File: config.mk
export PLATFORM = sky130hd
export DESIGN_NAME = vote_tally
export DESIGN_NICKNAME = d
export VERILOG_FILES = /design/src/rtl/vote_pkg.sv /design/src/rtl/vote_tally_onehot_encoder.sv /design/src/rtl/vote_tally.sv
export SDC_FILE = /design/constraint.sdc
export NUM_CORES = 1
export LEC_CHECK = 0
export CAP_MARGIN = 20
export CORE_MARGIN = 2
export CORE_UTILIZATION = 47
export DETAILED_ROUTE_END_ITERATION = 10
export PLACE_DENSITY = 0.89
export SYNTH_ARGS = -nofsm -noshare
export SYNTH_HDL_FRONTEND = slang
export SYNTH_SLANG_ARGS = --single-unit
export TNS_END_PERCENT = 10
File: constraint.sdc
create_clock -name clk -period 3.3 [get_ports clk]
set_input_delay 0.66 -clock clk [delete_from_list [all_inputs] [get_ports clk]]
set_output_delay 0.66 -clock clk [all_outputs]
set_load 0.01 [all_outputs]
File: src/rtl/vote_pkg.sv
// vote_pkg: FSM state encoding and default sizing shared by vote_tally and its encoder.
package vote_pkg;

   localparam int N_DEF   = 2;
   localparam int W_DEF   = 4;
   localparam int NCAND   = 2**N_DEF;
   localparam int CNT_MAX = 2**W_DEF - 1;

   localparam logic [1:0] IDLE = 2'd0;
   localparam logic [1:0] OPEN = 2'd1;
   localparam logic [1:0] DONE = 2'd2;

endpackage

File: src/rtl/vote_tally_onehot_encoder.sv
// onehot_encoder: index of the single set bit of d; onehot flags exactly-one-set, e is 0 otherwise.
module onehot_encoder
   import vote_pkg::*;
#(
   parameter int N = N_DEF
) (
   input  logic [2**N-1:0] d,
   output logic [N-1:0]    e,
   output logic            onehot
);

   logic [N:0]   w_pop;
   logic [N-1:0] w_or;

   // OR of set-bit indices equals the index whenever only one bit is set
   always_comb begin
      w_pop = '0;
      w_or  = '0;
      for (int i = 0; i < 2**N; i++) begin
         w_pop = w_pop + (N+1)'(d[i]);
         if (d[i]) w_or = w_or | N'(i);
      end
   end

   assign onehot = (w_pop == (N+1)'(1));
   assign e      = onehot ? w_or : '0;

endmodule

File: src/rtl/vote_tally.sv
// vote_tally: sequential one-hot ballot collector feeding the packed-bid bus of winner-select.
// Define VOTE_TALLY_SAT_EN for saturating counters; the default build wraps.
module vote_tally
   import vote_pkg::*;
#(
   parameter int N = N_DEF,
   parameter int W = W_DEF
) (
   input  logic                clk,
   input  logic                rst_n,
   input  logic                start,
   input  logic                close,
   input  logic                ballot_valid,
   input  logic [2**N-1:0]     ballot,
   output logic                ballot_ready,
   output logic [(2**N)*W-1:0] counts,
   output logic                counts_valid,
   output logic [W-1:0]        invalid_cnt,
   output logic [W+N-1:0]      total_cnt,
   output logic                overflow
);

   localparam int             L_NCAND = 2**N;
   localparam logic [W-1:0]   L_MAX   = '1;
   localparam logic [W+N-1:0] L_TMAX  = '1;

   logic [1:0]         r_state;
   logic [W-1:0]       r_invalid;
   logic [W+N-1:0]     r_total;
   logic               r_overflow;
   logic               w_accept;
   logic               w_clear;
   logic               w_onehot;
   logic [N-1:0]       w_idx;
   logic [L_NCAND-1:0] w_cnt_hit;
   logic               w_inv_inc;
   logic               w_inv_hit;
   logic               w_tot_hit;

   onehot_encoder #(.N(N)) u_enc (
      .d      (ballot),
      .e      (w_idx),
      .onehot (w_onehot)
   );

   assign w_accept  = ballot_valid && (r_state == OPEN);
   assign w_clear   = start && ((r_state == IDLE) || (r_state == DONE));
   assign w_inv_inc = w_accept && !w_onehot;
   assign w_inv_hit = w_inv_inc && (r_invalid == L_MAX);
   assign w_tot_hit = w_accept && (r_total == L_TMAX);

   // start is not looked at in OPEN, so start+close there resolves to DONE
   always_ff @(posedge clk) begin
      if (!rst_n) begin
         r_state <= IDLE;
      end else begin
         case (r_state)
            IDLE, DONE: if (start) r_state <= OPEN;
            OPEN:       if (close) r_state <= DONE;
            default:    r_state <= IDLE;
         endcase
      end
   end

   genvar gi;
   generate
      for (gi = 0; gi < L_NCAND; gi++) begin : g_cnt
         logic         w_inc;
         logic [W-1:0] r_cnt;

         assign w_inc         = w_accept && w_onehot && (w_idx == N'(gi));
         assign w_cnt_hit[gi] = w_inc && (r_cnt == L_MAX);

         always_ff @(posedge clk) begin
            if (!rst_n || w_clear) begin
               r_cnt <= '0;
`ifdef VOTE_TALLY_SAT_EN
            end else if (w_inc && !w_cnt_hit[gi]) begin
`else
            end else if (w_inc) begin
`endif
               r_cnt <= r_cnt + W'(1);
            end
         end

         assign counts[gi*W +: W] = r_cnt;
      end
   endgenerate

   always_ff @(posedge clk) begin
      if (!rst_n || w_clear) begin
         r_invalid  <= '0;
         r_total    <= '0;
         r_overflow <= 1'b0;
      end else begin
`ifdef VOTE_TALLY_SAT_EN
         if (w_inv_inc && !w_inv_hit) r_invalid <= r_invalid + W'(1);
         if (w_accept && !w_tot_hit)  r_total   <= r_total + (W+N)'(1);
`else
         if (w_inv_inc) r_invalid <= r_invalid + W'(1);
         if (w_accept)  r_total   <= r_total + (W+N)'(1);
`endif
         if ((|w_cnt_hit) || w_inv_hit || w_tot_hit) r_overflow <= 1'b1;
      end
   end

   assign ballot_ready = (r_state == OPEN);
   assign counts_valid = (r_state == DONE);
   assign invalid_cnt  = r_invalid;
   assign total_cnt    = r_total;
   assign overflow     = r_overflow;

endmodule

* Word level (Yosys, flattened, before mapping)
Cells that the tools add are included.
Operators by class: div/mod/pow operators 0, shifts and indexed selects 0, mux-type cells 7, $mul 0, add/sub/neg operators 9, reductions and logical operators 25, order comparisons 0, bitwise operators 0, equal/unequal tests 14
Operators by type and width (count):
- adder 4 x 1 -> 4 bit, second input constant | 5
- equality test 4 bit, second input constant | 5
- logical AND 1 bit | 14
- 2-to-1 mux 2 bit | 5
- adder 3 x 1 -> 3 bit | 2
- adder 6 x 1 -> 6 bit, second input constant | 1
- equality test 2 bit, second input constant | 3
- equality test 6 bit, second input constant | 1
- equality test 2 x 1 -> 1 bit, second input constant | 2
- zero test 2 bit | 2
- logical OR 1 bit | 4
- inequality test 2 bit, second input constant | 2
- one-hot mux 2 bit (2 select lines) | 1
- OR reduction 4 bit | 1
- equality test 3 x 1 -> 1 bit, second input constant | 1
- adder 1 x 1 -> 2 bit | 1
- zero test 1 bit | 2
- AND reduction 2 bit | 1
- OR reduction 2 bit | 1
- 2-to-1 mux 1 bit | 1
Word-level totals: word-level logic and storage cells 63, output and inout bits 29, memory bits (writable) 0, ROM bits 0, bits in registers 29, latch bits 0, bits of input ports 9, memories kept 0

* Depth between registers and ports, before layout
Gate-level depths: netlist (run 1).
word-level depth 11, depth in mapped cells 8, mapped depth without buffers 7

* Modules after synthesis
A second synthesis (run 1) with hierarchy kept.
Second synthesis, totals: cells, all modules 158, area, all modules 1497.7 um^2
By module, submodules not included:
- vote_tally | area an instance 1402.6 um^2, times used 1, cells an instance 147, seq. area each 580.6 um^2
- onehot_encoder | area an instance 95.1 um^2, times used 1, cells an instance 11, seq. area each 0.0 um^2

* Worst setup path after synthesis (run 1)
OpenSTA, ideal clock, no wires.
path kind input to register, start input ballot[0], end register g_cnt[3].r_cnt[1], setup time 0.128 ns, data arrival time 2.581 ns, required time 3.172 ns, stages 7, buffers on the path 0, slack 0.591 ns, cell sequence ha_1 > fa_1 > ha_1 > or3b_4 > nor3_1 > mux2i_1 > nor2_1
Between the ends: word-level cells in the longest chain between the ends 7, elaborated cells between the ends (all ways) 8, classes of those cells 3 x add/sub; 2 x eq/ne; 1 x mux; 2 x reduce/logical
RTL lines:
- from (decl) | RTL line vote_tally.sv:14 | input logic [2**N-1:0] ballot,
- adder 1 x 1 -> 2 bit * | RTL line vote_tally_onehot_encoder.sv:20 | w_pop = w_pop + (N+1)'(d[i]);
- adder 3 x 1 -> 3 bit * (2 in series) | RTL line vote_tally_onehot_encoder.sv:20
- equality test 3 x 1 -> 1 bit * | RTL line vote_tally_onehot_encoder.sv:25 | assign onehot = (w_pop == (N+1)'(1));
- 2-to-1 mux 2 bit | RTL line vote_tally_onehot_encoder.sv:26 | assign e = onehot ? w_or : '0;
- equality test 2 bit | RTL line vote_tally.sv:71 | assign w_inc = w_accept && w_onehot && (w_idx == N'(gi));
- logical AND 1 bit * | RTL line vote_tally.sv:71
- to (signal assigned) | RTL line vote_tally.sv:82 | r_cnt <= r_cnt + W'(1);
- to (decl) | RTL line vote_tally.sv:69 | logic [W-1:0] r_cnt;
Every way passes the cells marked *; elsewhere a longest branch is shown, timed or not. A chain may end at the register's enable or synchronous reset.

* Worst setup path after layout (run 1)
start input ballot[1], end register g_cnt[3].r_cnt[1]
Between the ends: word-level cells in the longest chain between the ends 7, elaborated cells between the ends (all ways) 11, classes of those cells 3 x add/sub; 2 x eq/ne; 4 x mux; 2 x reduce/logical
RTL lines (RTL line):
- adder 1 x 1 -> 2 bit | vote_tally_onehot_encoder.sv:20
- adder 3 x 1 -> 3 bit (2 in series) | vote_tally_onehot_encoder.sv:20
- equality test 3 x 1 -> 1 bit | vote_tally_onehot_encoder.sv:25
- 2-to-1 mux 2 bit | vote_tally_onehot_encoder.sv:26
- equality test 2 bit | vote_tally.sv:71
- logical AND 1 bit * | vote_tally.sv:71
Marks and branches as above.

==> results of run 1 <==
==> cell usage after synthesis, types with 3 or more instances <==
cell and n:
ha_1 8, a21oi_1 5, nand4_1 7, and3_1 4, dfxtp_1 29, nand3_1 8
nor2b_1 3, nor2_1 24, xor2_1 11, xnor2_1 7, nor3_1 3, nand2_1 7
o21ai_0 3, mux2i_1 4
==> worst register-to-register path, delay by kind of cell (launching register included) <==
kind / cells / cell delay, ns
flip-flops: 1 / 0.38
AND/OR/NAND/NOR: 3 / 1.15
AO/OA/AOI/OAI: 1 / 0.14
==> layout make-up <==
| type | count | area share [%] |
|---|---|---|
| timing repair buffer | 42 | 21.6 |
| sequential | 29 | 30.7 |
| tap | 31 | 2.05 |
| clock buffer | 7 | 3.44 |
| multi-input combinational | 116 | 41.8 |
| inverter | 1 | 0.199 |
| clock inverter | 1 | 0.265 |
==> registers in the layout (all words and copies together) (netlist names) <==
name	flops
invalid_cnt	4
total_cnt	6
r_state	2
g_cnt.r_cnt	16
overflow	1
==> cells by family after synthesis <==
group	Yosys count
and+or+nand+nor	70
muxes	4
adders and majority gates	9
AOI/OAI and AO/OA	15
DFF	29
xor gates and xnor gates	18
buffers and inverters	6
==> through the flow <==
step                hold WS [ns]  instances  instance area [um2]  utilization (%)  power, W
finish                     0.504        227                 1890             67.4  0.000682
global route               0.544        227                 1890             67.4  0.000719
CTS                        0.507        227                 1890             67.4  0.000686
detailed placement         0.494        219                 1820             64.9  0.000440
global placement           0.473        219                 1820             64.9  0.000437
floorplan                  0.504        151                 1400                -  0.000408
==> power by group <==
group | internal (W) | switching, W
clock network | 0.000123 | 0.000125
logic | 0.0000377 | 0.0000402
registers | 0.000352 | 0.00000275
total | 0.000513 | 0.000168
==> path summary, 6_finish.rpt <==
check                from                 to  slack (ns)
max             ballot[1]  g_cnt[3].r_cnt[1]        0.36
min          total_cnt[1]       total_cnt[1]        0.50
max reg2reg    r_state[0]  g_cnt[0].r_cnt[3]        1.56
min reg2reg  total_cnt[1]       total_cnt[1]        0.50
==> layer usage <==
metal / up-vias / routed length, um / global-route usage (%)
li1: 619 / - / -
met1: 579 / 1310 / 24.6
met2: 39 / 1580 / 32.3
met3: 9 / 151 / 7.47
met4: 0 / 85 / 9.74
met5: - / 0 / 0
==> flow_metrics.tcl, run 1 <==
set metrics [dict create \
    status "finished with violations" \
    violations "DRC" \
    fin_crit_ns 2.94 \
    cts-resized-gates 0 \
    endpoint_kind "flip-flop" \
    clock_path_buffers 2 \
    slowest_stage "clkdlybuf4s50_1" \
    syn_area_per_cell_um2 9.28 \
    drt_iter0_drc 44 \
    yosysSeqAreaShare_pct 41.4 \
    antenna_found_initial 0 \
    worstPathRequired_ns 3.48 \
    fill_cells 226 \
    path_max_fanout 5 \
    synth_top_family_by_area "simple AND/OR/NAND/NOR gates" \
    arrival_ns 3.12 \
    hold_class "reg -> reg" \
    diodes 0 \
    wl_per_cell_um 13.8 \
    initial_core_util_pct 50.0 \
    synthCells 151 \
    synthAdderAreaFrac_pct 8.57 \
    tns_ns 0 \
    final_common_cell "clkdlybuf4s50_1" \
    rows 19 \
    hold_violations 0 \
    synth_mux_area_share_pct 2.86 \
    grt_pass1_wl_um 5310 \
    grtUsageTotal_pct 20.4 \
    crit_cells 8 \
    path_class "in -> reg" \
    die_y_um 58.6 \
    drive_gt1_share_pct 9.18 \
    cts_max_level 2 \
    hold-path-cell-count 2 \
    vias_per_cell 5.49 \
    clock.fmax_mhz 340 \
    first_pass_iters 7 \
    grt_max_degree 28 \
    synth_seq_cells 29 \
    ctsHoldBuffers 0 \
    register_area_um2 581 \
    power_density_mw_per_mm2 361 \
    rsz0062_at_grt "false" \
    relSlewSlack_pct 40.0 \
    clk_latency_ns 0.33 \
    num_io_pins 38 \
    crit_family "adder cells" \
    crit_top_cell "ha_1" \
    dp_hpwl_um 2340 \
    grt_pass1_vias 1180 \
    max-vdd-ir-drop_mv 0.265 \
    period_share_pct 89.1 \
    fp.dieW_um 58.6 \
    globalplace.congestion 0.787 \
    setup_ws_ns 0.361 \
    yosys.area.top_type "dfxtp_1" \
    cts_num_sinks 29 \
    place_ws_ns 0.0172 \
    max_stage_delay_ns 0.49 \
    yosys.area_share.simple_pct 27.0 \
    crit_path_start_kind "input port" \
    power_leakage_nw 0.707 \
    wirelength_um 3130 \
    synth_nets 169 \
    vias 1246 \
    tightest_slew_ns 0.898 \
    syn_to_final_growth_pct 34.9 \
    drc 3 \
    clock_tree.root_cell "clkbuf_4" \
    synth_cell_types 36 \
    clk_pin_slew_worst_paths_ns 0.09 \
    layout_common_cells "clkdlybuf4s50_1, dfxtp_1, nor2_1, xor2_1" \
    path_buf_inv 1 \
    design.core.area_mm2 0.00281 \
    r2r_cells 4 \
    dieArea_mm2 0.00343 \
    tritoncts "done" \
    synth_enable_flop_cells 0 \
    synthFlopType "dfxtp_1" \
    port_buffers 37 \
    overflow 0 \
    post_cts_buffers 0 \
    netlist_area_mm2 0.00140 \
    cp_cell_sequence "clkdlybuf4s50_1, ha_1, fa_1, ha_1, or3b_4, nor3_1, mux2i_1, nor2_1" \
    multi_input_area_um2 790 \
    synth_top_area_share_pct 41.4 \
    clock_skew_ns 0.00634 \
    ys_warn_count 0 \
    async_reset_ff_share_pct 0 \
    numCtsBuffers 5 \
    synth-compound-area-share_pct 6.70 \
    synth_area_leaders "dfxtp_1, ha_1, xor2_1" \
    synth-xor-area-share_pct 11.2 \
    ant_nets 0 \
    final_max_slew_viol_count 0 \
    cap_violations 0 \
    setup_viol 0 \
    nNetsFinal 213 \
]
(Power assumes the default switching activity.)
==> run 2: changes to the inputs <==
--- a/config.mk
+++ b/config.mk
@@ -7,9 +7,10 @@
 export LEC_CHECK = 0
 export CAP_MARGIN = 20
 export CORE_MARGIN = 2
-export CORE_UTILIZATION = 47
+export CORE_UTILIZATION = 61
 export DETAILED_ROUTE_END_ITERATION = 10
-export PLACE_DENSITY = 0.89
+export DONT_BUFFER_PORTS = 1
+export PLACE_DENSITY = 0.88
 export SYNTH_ARGS = -nofsm -noshare
 export SYNTH_HDL_FRONTEND = slang
 export SYNTH_SLANG_ARGS = --single-unit
==> run 2 against run 1 <==
Net effect: the run now ends clean; die area decreased by 21%; critical path depth unchanged; utilization decreased by 0.52 points; register-to-register slack got worse by 0.12 ns; worst setup slack improved by 0.33 ns; cell count decreased by 19%; cell area decreased by 23%; clock skew increased by 0.0027 ns; largest power group unchanged.
==> flow_metrics.tcl, run 2 (synthesis results as in run 1) <==
set metrics [dict create \
    design.core.area_mm2 0.00219 \
    r2r_cells 4 \
    grt_pass1_wl_um 4640 \
    layout_common_cells "dfxtp_1, nor2_1, xor2_1, nand3_1, ha_1" \
    initial_core_util_pct 64.0 \
    endpoint_kind "flip-flop" \
    cts-resized-gates 0 \
    rsz0062_at_grt "false" \
    worstPathRequired_ns 3.54 \
    path_max_fanout 8 \
    final_common_cell "dfxtp_1" \
    ctsHoldBuffers 0 \
    port_buffers 0 \
    fin_crit_ns 2.60 \
    hold-path-cell-count 1 \
    die_y_um 51.9 \
    num_io_pins 38 \
    clock_tree.root_cell "clkbuf_4" \
    top_register "g_cnt.r_cnt" \
    tightest_slew_ns 0.852 \
    cts_max_level 2 \
    path_class "in -> reg" \
    drc 0 \
    syn_to_final_growth_pct 4.55 \
    diodes 0 \
    tritoncts "done" \
    tns_ns 0 \
    ant_nets 0 \
    drive_gt1_share_pct 7.10 \
    drt_iter0_drc 22 \
    first_pass_iters 4 \
    wirelength_um 2780 \
    vias_per_cell 6.07 \
    grt_max_degree 28 \
    rows 17 \
    final_util_pct 66.9 \
    fp.dieW_um 51.9 \
    grt_pass1_vias 1107 \
    crit_path_start_kind "input port" \
    final_max_slew_viol_count 0 \
    power_density_mw_per_mm2 420 \
    overflow 0 \
    cts_num_sinks 29 \
    hold_violations 0 \
    max-vdd-ir-drop_mv 0.272 \
    clock_path_buffers 2 \
    post_cts_buffers 0 \
    status "finished, final reports clean" \
    period_share_pct 78.9 \
    clock_skew_ns 0.00899 \
    grtUsageTotal_pct 24.2 \
    relSlewSlack_pct 43.0 \
    hold_class "in -> reg" \
    numCtsBuffers 5 \
    dp_hpwl_um 2050 \
    setup_viol 0 \
    antenna_found_initial 0 \
    clock.fmax_mhz 384 \
    clk_pin_slew_worst_paths_ns 0.09 \
    clk_latency_ns 0.33 \
    dieArea_mm2 0.00270 \
    largest_reg_flops 16 \
    globalplace.congestion 0.818 \
    arrival_ns 2.85 \
    cap_violations 0 \
    vias 1111 \
    whs_ns 0.466 \
    power_leakage_nw 0.543 \
    wl_per_cell_um 15.2 \
    nNetsFinal 172 \
]
[run 2: per-layer routing]
layer	vias to the layer above	track usage, %	wire [um]	share of wire [%]
met5	-	0	0	0
met4	0	15.4	64	2.3
met3	7	10.9	215	7.7
met2	30	40.1	1440	52
met1	537	24.5	1060	38
li1	537	-	-	-
[run 2: layout make-up]
cell class,instances,area [um2]
tap,28,35.0
multi-input combinational,116,790
clock buffer,8,48.8
timing repair buffer,1,7.51
inverter,1,3.75
sequential,29,581
fill,173,726
[run 2: final timing paths]
| path | start | endpoint | slack [ns] |
|---|---|---|---|
| worst max-delay path | ballot[0] | g_cnt[2].r_cnt[3] | 0.70 |
| worst min-delay path | rst_n | r_state[0] | 0.47 |
| worst max register to register | r_state[0] | g_cnt[2].r_cnt[3] | 1.44 |
| worst min register to register | total_cnt[1] | total_cnt[1] | 0.55 |
[run 2: metrics by stage]
step                      worst slack, ns  cell area (um2)  cells  total power [W]
after detailed placement            0.362             1420    175         0.000418
final                               0.696             1470    183         0.000616
after CTS                           0.707             1470    183         0.000619
after floorplan                     0.591             1400    151         0.000408
after global placement              0.486             1420    175         0.000414
after global routing                0.572             1470    183         0.000642
[run 2: where the power goes]
part	switching, W	internal, W	total [W]	leakage, nW
Sequential	0.00000331	0.000352	0.000356	0.234
Combinational	0.0000331	0.0000214	0.0000545	0.283
Clock	0.000121	0.0000847	0.000206	0.0265
[run 2: critical path, cell delays in order]
cell	delay [ns]
ha_1	0.28
fa_1	0.37
ha_1	0.32
nor3b_2	0.29
buf_4	0.21
nand3_1	0.17
or3_1	0.41
a21oi_1	0.14
==> run 3: changes to the inputs <==
==> constraint.sdc (replaced) <==
create_clock -name clk -period 2.7 [get_ports clk]
set_input_delay 0.54 -clock clk [delete_from_list [all_inputs] [get_ports clk]]
set_output_delay 0.54 -clock clk [all_outputs]
set_load 0.01 [all_outputs]
==> run 3 against run 2 <==
Net effect: cell area rose by 2.5%; via count fell by 3.0%; register-to-register slack worse by 0.55 ns; global-route usage shrank 0.65 points; critical endpoint is now g_cnt[3].r_cnt[1]; highest routed layer unchanged.
==> flow_metrics.tcl, run 3 (synthesis results as in run 1) <==
set metrics [dict create \
    drt_iter0_drc 19 \
    clock.fmax_mhz 419 \
    die_y_um 51.9 \
    path_max_fanout 5 \
    power_frac_comb_pct 8.5 \
    grtUsageTotal_pct 23.6 \
    num_io_pins 38 \
    ctsHoldBuffers 0 \
    diodes 0 \
    dp_cells 177 \
    top_layer "met4" \
    rows 17 \
    numCtsBuffers 5 \
    antenna_found_initial 0 \
    grt_pass1_vias 1083 \
    cts_num_sinks 29 \
    power_density_mw_per_mm2 534 \
    crit_path_start_kind "input port" \
    final_area_mm2 0.00150 \
    vias 1078 \
    cap_violations 0 \
    final_cells 185 \
    period_share_pct 88.5 \
    nNetsFinal 174 \
    status "finished, final reports clean" \
    clock_skew_ns 0.00573 \
    clock_path_buffers 2 \
    largest_reg_flops 16 \
    tritoncts "done" \
    wirelength_um 2800 \
    pwr-share-clk_pct 37.2 \
    place_ws_ns -0.0315 \
    fp.dieW_um 51.9 \
    placed_cell_area_mm2 0.00143 \
    final_common_cell "dfxtp_1" \
    grt_pass1_wl_um 4630 \
    worstPathRequired_ns 2.89 \
    top_register "g_cnt.r_cnt" \
    power_switching_w 0.000192 \
    drc 0 \
    first_pass_iters 4 \
    cp-startpoint "ballot[0]" \
    final_util_pct 68.5 \
    endpoint_kind "flip-flop" \
    hold_violations 0 \
    multi_input_area_um2 790 \
    met2RoutedLength_um 1450 \
    cts-resized-gates 0 \
    cts_max_level 2 \
    layout_common_cells "dfxtp_1, nor2_1, xor2_1, nand3_1, ha_1" \
    syn_to_final_growth_pct 7.14 \
    rsz0062_at_grt "false" \
    tightest_slew_ns 0.902 \
    clk_pin_slew_worst_paths_ns 0.09 \
    met3WireLength_um 193 \
    wl_met1_um 1100 \
    r2r-start "r_state[0]" \
    clock_tree.root_cell "clkbuf_4" \
    p_int_w 0.000610 \
    hold_class "in -> reg" \
    fill_cells 175 \
    r2r_end "g_cnt[2].r_cnt[3]" \
    relSlewSlack_pct 39.7 \
    p_sw_share_pct 23.9 \
    clk_latency_ns 0.32 \
    arrival_ns 2.58 \
    initial_core_util_pct 64.0 \
    port_buffers 0 \
    dieArea_mm2 0.00270 \
    vias_per_cell 5.83 \
    register_area_um2 581 \
    power_leakage_nw 0.567 \
    fin_crit_ns 2.39 \
    drive_gt1_share_pct 10.2 \
    ant_nets 0 \
    overflow 0 \
    rrSetupSlack_ns 0.89 \
    design.core.area_mm2 0.00219 \
    setup_viol 0 \
    grt_max_degree 28 \
    path_class "in -> reg" \
    setup.worst_path.end "g_cnt[3].r_cnt[1]" \
    wl_per_cell_um 15.1 \
    p_seq_share_pct 54.3 \
    r2r_cells 4 \
    dp_hpwl_um 2080 \
    final_max_slew_viol_count 0 \
    finalPower_w 0.000801 \
    max-vdd-ir-drop_mv 0.359 \
    globalplace.congestion 0.699 \
    setup_ws_ns 0.311 \
    post_cts_buffers 0 \
]
## run 3: layout make-up
cell class / count / share of cell area, %
multi-input combinational: 116 / 52.6
tap: 28 / 2.33
clock buffer: 7 / 4.33
clock inverter: 1 / 0.333
timing repair buffer: 3 / 1.50
inverter: 1 / 0.250
sequential: 29 / 38.7
## run 3: metrics by stage
step / setup TNS, ns / hold WS [ns]
global route: 0 / 0.353
detailed placement: -0.0315 / 0.543
floorplan: 0 / 0.504
finish: 0 / 0.363
global placement: 0 / 0.522
CTS: 0 / 0.353
## run 3: routing by layer
layer  vias to the layer above  track usage [%]
met2                        32             40.1
met1                       501             26.2
li1                        538                -
met3                         7             7.47
met5                         -                0
met4                         0             11.8
## run 3: how the worst min path moves through the flow
| stage | startpoint | endpoint | slack (ns) | cells past startpoint |
|---|---|---|---|---|
| floorplan | total_cnt[1] | total_cnt[1] | 0.50 | 2 |
| global placement | total_cnt[1] | total_cnt[1] | 0.52 | 2 |
| detailed placement | total_cnt[1] | total_cnt[1] | 0.54 | 2 |
| CTS | rst_n | r_state[0] | 0.35 | 1 |
| global route | rst_n | r_state[0] | 0.35 | 1 |
| finish | rst_n | r_state[0] | 0.36 | 1 |
## run 3: critical path, stage by stage
cell and delay [ns]:
ha_1 0.28, fa_1 0.37, ha_1 0.31, or3b_4 0.43, nor3_1 0.36, mux2i_1 0.23, nor2_1 0.05
## run 3: power by group through the flow
stage	sequential (W)	combinational, W	clock, W
finish	0.000435	0.0000681	0.000298
global route	0.000436	0.0000763	0.000328
CTS	0.000435	0.0000681	0.000308
detailed placement	0.000445	0.0000677	0
global placement	0.000445	0.0000648	0
floorplan	0.000444	0.0000553	0
